===== src/rtl/sta_tile_ctrl.sv =====
// -----------------------------------------------------------------------------
// sta_tile_ctrl
//
// Sequencer for one N x N systolic tile of processing elements. A job runs
// through the following phases:
//   - clear the PE accumulators;
//   - stream K skewed operand reads per lane;
//   - let the array drain;
//   - present the N result rows over a valid/ready port;
//   - pulse done.
//
// Ports
//   clk_i        clock, rising edge
//   reset_i      synchronous active-high reset (priority over everything)
//   start_i      job request, only looked at in IDLE
//   k_len_i      reduction length K, latched with an accepted start
//   abort_i      synchronous abort of the running job
//   busy_o       high in every state except IDLE
//   acc_clr_o    one-cycle accumulator clear to all PEs
//   pe_en_o      array compute/shift enable (FEED and DRAIN)
//   lane_en_o    per-lane operand buffer read enable, bit r = lane r
//   lane_addr_o  packed per-lane read address, lane r at [r*AW +: AW]
//   out_valid_o  result row available
//   out_ready_i  consumer accepts the presented result row
//   out_row_o    index of the row being presented
//   done_o       one-cycle job-complete pulse
//
// Result handshake: a row transfers on a cycle where out_valid_o and
// out_ready_i are both high. Once out_valid_o rises it stays high and
// out_row_o stays stable until that transfer happens, unless the job is
// aborted or reset. out_valid_o never depends on out_ready_i.
//
// Every output is a flop loaded from the next-state values. Inputs therefore
// reach the outputs only through a register.
// -----------------------------------------------------------------------------
module sta_tile_ctrl #(
    parameter int N      = 4,
    parameter int K_MAX  = 64,
    parameter int PE_LAT = 1,
    parameter int KW     = $clog2(K_MAX + 1),
    parameter int AW     = $clog2(K_MAX),
    parameter int RW     = $clog2(N)
) (
    input  logic            clk_i,
    input  logic            reset_i,
    input  logic            start_i,
    input  logic [KW-1:0]   k_len_i,
    input  logic            abort_i,
    output logic            busy_o,
    output logic            acc_clr_o,
    output logic            pe_en_o,
    output logic [N-1:0]    lane_en_o,
    output logic [N*AW-1:0] lane_addr_o,
    output logic            out_valid_o,
    input  logic            out_ready_i,
    output logic [RW-1:0]   out_row_o,
    output logic            done_o
);

    localparam int DRAIN_LEN = N * PE_LAT;
    // The phase counter covers the longest FEED (K_MAX+N-1 cycles) and the
    // DRAIN length without wrapping.
    localparam int CW = $clog2(K_MAX + N + DRAIN_LEN);

    typedef enum logic [2:0] {
        IDLE    = 3'd0,
        CLEAR   = 3'd1,
        FEED    = 3'd2,
        DRAIN   = 3'd3,
        READOUT = 3'd4,
        DONE    = 3'd5
    } state_t;

    state_t        state, state_n;
    logic [CW-1:0] t, t_n;        // FEED step / DRAIN cycle counter
    logic [KW-1:0] k, k_n;        // latched reduction length
    logic [RW-1:0] row, row_n;    // next result row to hand out
    logic [CW-1:0] feed_last;

    logic            busy_n, clr_n, pe_n, valid_n, done_n;
    logic [N-1:0]    lane_en_n;
    logic [N*AW-1:0] lane_addr_n;
    logic [RW-1:0]   out_row_n;

    // The last FEED step is t = K+N-2, when lane N-1 does its final read.
    assign feed_last = CW'(k) + CW'(N - 2);

    // Next-state and counter logic.
    always_comb begin
        state_n = state;
        t_n     = t;
        k_n     = k;
        row_n   = row;
        case (state)
            IDLE: begin
                if (start_i && (k_len_i != '0) && (k_len_i <= KW'(K_MAX))) begin
                    state_n = CLEAR;
                    k_n     = k_len_i;
                    t_n     = '0;
                    row_n   = '0;
                end
            end
            CLEAR: begin
                state_n = FEED;
                t_n     = '0;
            end
            FEED: begin
                if (t == feed_last) begin
                    state_n = DRAIN;
                    t_n     = '0;
                end else begin
                    t_n = t + CW'(1);
                end
            end
            DRAIN: begin
                if (t == CW'(DRAIN_LEN - 1)) begin
                    state_n = READOUT;
                    t_n     = '0;
                    row_n   = '0;
                end else begin
                    t_n = t + CW'(1);
                end
            end
            READOUT: begin
                // out_valid_o is high throughout READOUT, so a transfer
                // happens exactly when out_ready_i is high.
                if (out_ready_i) begin
                    if (row == RW'(N - 1)) begin
                        state_n = DONE;
                        row_n   = '0;
                    end else begin
                        row_n = row + RW'(1);
                    end
                end
            end
            DONE: begin
                state_n = IDLE;
            end
            default: begin
                state_n = IDLE;
            end
        endcase

        // Abort wins over any transition. A row transfer in the same cycle
        // is dropped along with the job.
        if (abort_i && (state != IDLE)) begin
            state_n = IDLE;
            t_n     = '0;
            k_n     = '0;
            row_n   = '0;
        end
    end

    // Output values decoded from the next state, registered below.
    always_comb begin
        busy_n      = (state_n != IDLE);
        clr_n       = (state_n == CLEAR);
        pe_n        = (state_n == FEED) || (state_n == DRAIN);
        valid_n     = (state_n == READOUT);
        out_row_n   = (state_n == READOUT) ? row_n : '0;
        done_n      = (state_n == DONE);
        lane_en_n   = '0;
        lane_addr_n = '0;
        if (state_n == FEED) begin
            // Lane r reads during steps r .. r+K-1 from address t-r, which
            // delays each lane by one cycle relative to the lane before it.
            for (int r = 0; r < N; r++) begin
                if ((t_n >= CW'(r)) && (t_n < (CW'(r) + CW'(k_n)))) begin
                    lane_en_n[r]            = 1'b1;
                    lane_addr_n[r*AW +: AW] = AW'(t_n - CW'(r));
                end
            end
        end
    end

    always_ff @(posedge clk_i) begin
        if (reset_i) begin
            state       <= IDLE;
            t           <= '0;
            k           <= '0;
            row         <= '0;
            busy_o      <= 1'b0;
            acc_clr_o   <= 1'b0;
            pe_en_o     <= 1'b0;
            lane_en_o   <= '0;
            lane_addr_o <= '0;
            out_valid_o <= 1'b0;
            out_row_o   <= '0;
            done_o      <= 1'b0;
        end else begin
            state       <= state_n;
            t           <= t_n;
            k           <= k_n;
            row         <= row_n;
            busy_o      <= busy_n;
            acc_clr_o   <= clr_n;
            pe_en_o     <= pe_n;
            lane_en_o   <= lane_en_n;
            lane_addr_o <= lane_addr_n;
            out_valid_o <= valid_n;
            out_row_o   <= out_row_n;
            done_o      <= done_n;
        end
    end

endmodule


===== config.mk =====
export PLATFORM = sky130hd
export DESIGN_NAME = sta_tile_ctrl
export DESIGN_NICKNAME = d
export VERILOG_FILES = /design/src/rtl/sta_tile_ctrl.sv
export SDC_FILE = /design/constraint.sdc
export NUM_CORES = 1
export LEC_CHECK = 0
export ABC_AREA = 1
export BUFFER_PORTS_ARGS = -buffer_cell sky130_fd_sc_hd__buf_2
export CORE_ASPECT_RATIO = 1.25
export CORE_MARGIN = 1.5
export CORE_UTILIZATION = 58
export CTS_BUF_LIST = sky130_fd_sc_hd__clkbuf_16
export CTS_CLUSTER_SIZE = 20
export DETAILED_ROUTE_END_ITERATION = 16
export PLACE_DENSITY = 0.82
export RECOVER_POWER = 25
export SYNTH_ARGS = -nofsm -noshare
export SYNTH_HDL_FRONTEND = slang
export SYNTH_SLANG_ARGS = --single-unit

===== constraint.sdc =====
create_clock -name clk_i -period 3.5 [get_ports clk_i]
set_input_delay 0.525 -clock clk_i [delete_from_list [all_inputs] [get_ports clk_i]]
set_output_delay 0.525 -clock clk_i [all_outputs]
set_load 0.02 [all_outputs]

==> impl_metrics.csv, run 1 <==
group,metric,value,unit
synth,synthMuxAreaShare,0,
cells_and_area,fin_nets,605,
sta,setup_tns,0,ns
power,power_density,354,nW/um^2
cts,cts_buffers,5,
power,netSwitchingFraction,0.280,
grt,grt_max_degree,23,
synth,ys_types,38,
routing,first_pass_iters,5,
cts,cts_tree,"yes",
synth,yosysMostFrequentCell,"nand2_1",
synth,synth_common_cells,"nand2_1, inv_1, nor2_1, dfxtp_1, nand3_1",
synth,synth_top_area_frac,0.298,
power,p_leak,0.00229,uW
cells_and_area,drive_gt1_frac,0.197,
sta,relSlewSlack,0.582,
critical_path,path_class,"reg2reg",
sta,rsz0062_at_grt,"false",
die,core-area,6130,um^2
grt,grt.total_usage,0.278,
routing,routed_via_density,5.14,
cts,htree_levels,2,
power,p_int,1050,uW
synth,synth-async-reset-ratio,0,
synth,ys.flop_type,"dfxtp_1",
run,max_cap_violations,0,
power,max-vdd-ir-drop,280,uV
routing,drc_errors,0,
routing,route.vias.total,3339,
cts,clockBufferDepth,2,
synth,synth.avg_cell_area,7.12,um^2
grt,grt_remaining_overflow,0,
synth,synth-adder-area-share,0.103,
synth,yosysTopAreaCell,"dfxtp_1",
critical_path,crit_path_end_kind,"register",
sta,setup_viol,0,
sta,layout_min_cycle_time,3.03,ns
grt,grt_pass1_vias,3418,
synth,synth_top_family_by_area,"simple AND/OR/NAND/NOR gates",
cts,clkTransAtPathRegs,0.08,ns
die,fp-row-count,32,
critical_path,path_max_fanout,7,
synth,synth-simple-area-share,0.387,
routing,ant_nets,0,
placed_design,dpl.hpwl,6.74,mm
sta,finalCritPeriodShare,0.866,
sta,finalClockSkew,0.0102,ns
sta,max_freq,0.330,GHz
cts,hold_buffers,0,
routing,drt_iter0_drc,184,
synth,synth_area,3630,um^2
sta,drv_slew,0,
status,status,"complete, no violations",
power,p_switching,408,uW
placed_design,gp_congestion,0.962,
power,seq_power_share,0.432,
critical_path,critPathTopFamily,"simple AND/OR/NAND/NOR gates",
die,initial_core_util,0.593,
die,die_y,91.5,um
synth,synth_seq_cells,54,
grt,grt_antenna_before_repair,0,
sta,timing_hold_violations_final,0,
critical_path,cp_cell_sequence,"ha_1, xnor2_1, nand3_1, nor2_4, nand3_2, nand2_2, nand2_2, a21o_1, nand2_1, inv_1, ha_1, nand2_1, nor2_1, a211oi_1, nand3_1, nor2_1",
synth,synth_area_leaders,"dfxtp_1, nand2_1, ha_1",
cts,post_cts_buffers,0,
cts,cts-root-buf,"clkbuf_16",
critical_path,crit_buf_inv,1,
cts,clk_latency,0.29,ns
synth,synth_fp_nets,552,
critical_path,arrival,3.25,ns
critical_path,cpMaxStageDelayCell,"dfxtp_1",
cells_and_area,area_growth,13.3,%
die,dieArea,6750,um^2
synth,synth_compound_area_frac,0.0496,
cells_and_area,fin_util,0.672,
cts,cts_resized,0,
synth,netlist_instances,510,
cells_and_area,n_antenna_cell,0,
die,ios,47,
critical_path,slowest_delay,0.35,ns
cts,clock_sink_count,54,
routing,drt_wl_total,8.76,mm
worst_hold_path,hold_class,"reg2reg",
synth,ys_seq_area_frac,0.298,
synth,synth-edff-count,0,
power,power_frac_comb,0.174,
sta,worstMarginPinSlew,0.625,ns
synth,synth_xor_area_frac,0.0579,
critical_path,worstPathRequired,3.72,ns
synth,ys_warn_count,0,
die,fp.dieW,73.8,um
placed_design,io_buffers,46,
critical_path,cp-start-kind,"register",
routing,wire_per_inst,13.5,um
grt,grt_pass1_wl,14.8,mm
power,clkPwrFrac,0.394,
[placed cells by master (no fill, tap or decap), drive strengths merged, types with 8 or more instances in the layout]
master,count
clkbuf,26
dfxtp,54
a21oi,13
nor2,83
nor3,8
xor2,18
nand3,43
nand2,131
o21ai,10
ha,30
buf,30
inv,90
[registers in the layout (all words and copies together) (netlist names)]
name / cells
state: 3
acc_clr_o: 1
row: 2
lane_en_o: 4
pe_en_o: 1
lane_addr_o: 24
busy_o: 1
done_o: 1
out_valid_o: 1
t: 7
k: 7
out_row_o: 2
[stage by stage]
stage | hold slack, ns | total power (uW) | setup slack, ns | area (um^2) | cells
finish | 0.606 | 1460 | 0.470 | 4120 | 649
CTS | 0.613 | 1460 | 0.486 | 4140 | 649
global placement | 0.564 | 885 | 0.431 | 3970 | 641
global route | 0.666 | 1520 | 0.216 | 4120 | 649
floorplan | 0.535 | 835 | 0.729 | 3630 | 510
detailed placement | 0.600 | 893 | 0.268 | 3970 | 641
[per-layer routing]
metal,vias up,GRT usage,part of all wire
li1,1683,-,-
met1,1537,0.304,0.40
met2,92,0.511,0.54
met3,27,0.0355,0.033
met4,0,0.127,0.030
met5,-,0,0
[area by class of cell]
cell class | instances | area [um^2]
repair buffers | 51 | 241
fillers | 523 | 2010
multi-input cells | 362 | 2170
well taps | 85 | 106
clock buffers | 5 | 125
clock inverters | 3 | 47.5
inverters | 89 | 345
flip-flops and latches | 54 | 1080
[power by group through the flow]
stage | sequential, uW | clock (uW) | combinational [uW]
after global placement | 644 | 0 | 241
after floorplan | 646 | 0 | 190
after detailed placement | 644 | 0 | 249
after CTS | 630 | 578 | 251
after global routing | 631 | 603 | 283
final | 630 | 575 | 253
[worst reg2reg max path: cells and delay by family (launching register included)]
| family | cells | cell delay [ns] |
|---|---|---|
| simple gates | 10 | 1.28 |
| fa+ha+maj | 2 | 0.66 |
| compound gates | 2 | 0.36 |
| flops | 1 | 0.35 |
| xor+xnor | 1 | 0.16 |
| buf+inv | 1 | 0.15 |
[final timing paths]
path	start	to	slack [ns]	cells after the start
worst max-delay path	k[1]	lane_addr_o[4]	0.47	16
worst min register to register	row[1]	row[1]	0.61	4
worst min-delay path	row[1]	row[1]	0.61	4
worst max register to register	k[1]	lane_addr_o[4]	0.47	16
[cells by family (layout without fill, tap and decap cells)]
| kind of cell | Yosys count | count (layout) |
|---|---|---|
| AO/OA/AOI/OAI | 31 | 31 |
| adder cells (fa/ha/maj) | 30 | 30 |
| buffers and inverters | 94 | 148 |
| AND/OR/NAND/NOR | 277 | 277 |
| XOR/XNOR | 24 | 24 |
| flip-flops | 54 | 54 |
(Power assumes the default switching activity.)
==> run 2, diff against run 1 <==
- CELL_PAD_IN_SITES_DETAIL_PLACEMENT: unset -> 0
- CELL_PAD_IN_SITES_GLOBAL_PLACEMENT: unset -> 1
- CORE_UTILIZATION: 58 -> 42
==> run 2 against run 1 <==
- clock skew decreased by 0.0045 ns
- die area is 37% higher
- global-route usage is 7.7 points lower
- routed wire length shrank 1.5%
- flip-flop and latch count unchanged
- highest routed layer unchanged
- cell area grew 0.43%
- clock power shrank 2%
- non-clock buffer count grew 1
- register-to-register slack better by 0.03 ns
- sequential power about the same
==> impl_metrics.csv, run 2 (synthesized netlist as in run 1, its figures left out) <==
group,metric,value,unit
status,status,"complete, no violations",
critical_path,path_max_fanout,11,
grt,grt_pass1_wl,14.6,mm
routing,drc_errors,0,
critical_path,critPathTopFamily,"simple AND/OR/NAND/NOR gates",
grt,grt_remaining_overflow,0,
grt,grt_antenna_before_repair,0,
routing,drt_iter0_drc,97,
cells_and_area,fin_area,4140,um^2
critical_path,crit_top_cell,"nand2_1",
routing,first_pass_iters,4,
placed_design,dpl.hpwl,6.81,mm
cts,hold_buffers,0,
routing,wire_per_inst,13.0,um
cells_and_area,final_cell_mix,"nand2_1, inv_1, nor2_1",
placed_design,place_area,3990,um^2
cts,cts_tree,"yes",
cts,post_cts_buffers,0,
run,max_cap_violations,0,
power,power_density,350,nW/um^2
die,initial_core_util,0.436,
cts,clkTransAtPathRegs,0.07,ns
sta,max_freq,0.333,GHz
placed_design,gp_congestion,0.847,
sta,drv_slew,0,
grt,grt.total_usage,0.201,
critical_path,crit_buf_inv,3,
cells_and_area,fin_util,0.496,
power,total_power,1450,uW
cells_and_area,n_antenna_cell,0,
die,ios,47,
grt,grt_max_degree,23,
critical_path,cp-start-kind,"register",
sta,timing_hold_violations_final,0,
grt,grt_pass1_vias,3199,
power,p_leak,0.00229,uW
critical_path,worstPathRequired,3.68,ns
cells_and_area,drive_gt1_frac,0.196,
cells_and_area,regMostFlops,"lane_addr_o",
die,dieArea,9220,um^2
cts,cts_buffers,5,
sta,finalClockSkew,0.00572,ns
sta,layout_min_cycle_time,3.00,ns
cells_and_area,multiInputGateArea,2170,um^2
cts,cts_resized,0,
cts,clockBufferDepth,2,
cells_and_area,final_cells,662,
worst_hold_path,hold_class,"reg2reg",
sta,worstMarginPinSlew,0.626,ns
routing,drt_wl_total,8.63,mm
die,die_y,107,um
critical_path,path_class,"reg2reg",
power,max-vdd-ir-drop,344,uV
cells_and_area,seq_area,1080,um^2
sta,setup_viol,0,
sta,finalCritPeriodShare,0.858,
sta,setup_tns,0,ns
routing,route.vias.total,3214,
critical_path,arrival,3.19,ns
cts,cts-root-buf,"clkbuf_16",
placed_design,io_buffers,46,
placed_design,dp.cells,654,
cells_and_area,fin_nets,606,
cells_and_area,area_growth,13.8,%
sta,rsz0062_at_grt,"false",
die,fp.dieW,86.2,um
sta,relSlewSlack,0.581,
routing,routed_via_density,4.85,
critical_path,cpMaxStageDelayCell,"dfxtp_1",
cells_and_area,final_common_cell,"nand2_1",
critical_path,cp_cell_sequence,"nor2_8, nand3_4, nand2_1, inv_1, nor2_2, inv_1, ha_1, ha_1, inv_1, nor2_1, nand2_1, nand2_1, nand2_1, nand2_1, nand2_1, nand2_1, nand2_1, nand2_2, nor2_1",
cells_and_area,fillers,860,
cells_and_area,largest_reg_flops,24,
routing,ant_nets,0,
critical_path,slowest_delay,0.50,ns
cts,clk_latency,0.29,ns
critical_path,crit_path_end_kind,"register",
die,fp-row-count,37,
cts,htree_levels,2,
cts,clock_sink_count,54,
die,core-area,8330,um^2
cells_and_area,top_regs,"lane_addr_o (24), k (7), t (7)",
-- run 2: power breakdown --
group / switching [uW] / internal (uW) / leakage, uW
Combinational: 167 / 86.2 / 0.00177
Clock: 225 / 338 / 0.0000818
Sequential: 6.87 / 623 / 0.000436
-- run 2: per-stage QoR --
stage,hold WS (ns),setup slack (ns)
after floorplan,0.535,0.729
after global placement,0.559,0.376
after detailed placement,0.574,0.278
after CTS,0.586,0.481
after global routing,0.657,0.195
final,0.590,0.496
-- run 2: per-layer routing --
| metal | vias to the layer above | part of all wire | global-route usage |
|---|---|---|---|
| met2 | 35 | 0.55 | 0.390 |
| met1 | 1482 | 0.42 | 0.225 |
| met4 | 0 | 0.018 | 0.0530 |
| li1 | 1685 | - | - |
| met3 | 12 | 0.019 | 0.0277 |
| met5 | - | 0 | 0 |
-- run 2: final timing paths --
check / start / end / slack (ns) / cells after the start
worst max-delay path: state[2] / lane_addr_o[15] / 0.50 / 19
worst min-delay path: row[1] / row[1] / 0.59 / 4
worst max register to register: state[2] / lane_addr_o[15] / 0.50 / 19
worst min register to register: row[1] / row[1] / 0.59 / 4
-- run 2: area by class of cell --
type / instances / area share
multi-input cells: 362 / 0.525
flip-flops and latches: 54 / 0.261
inverters: 89 / 0.0835
repair buffers: 52 / 0.0602
clock buffers: 5 / 0.0303
well taps: 97 / 0.0293
clock inverters: 3 / 0.0103
-- run 2: worst reg2reg max path, cell delays in order, from the launching register on --
cell	delay (ns)
dfxtp_1	0.50
nor2_8	0.28
nand3_4	0.17
nand2_1	0.10
inv_1	0.04
nor2_2	0.26
inv_1	0.15
ha_1	0.33
ha_1	0.30
inv_1	0.05
nor2_1	0.09
nand2_1	0.06
nand2_1	0.07
nand2_1	0.05
nand2_1	0.05
nand2_1	0.05
nand2_1	0.09
nand2_1	0.07
nand2_2	0.13
nor2_1	0.06
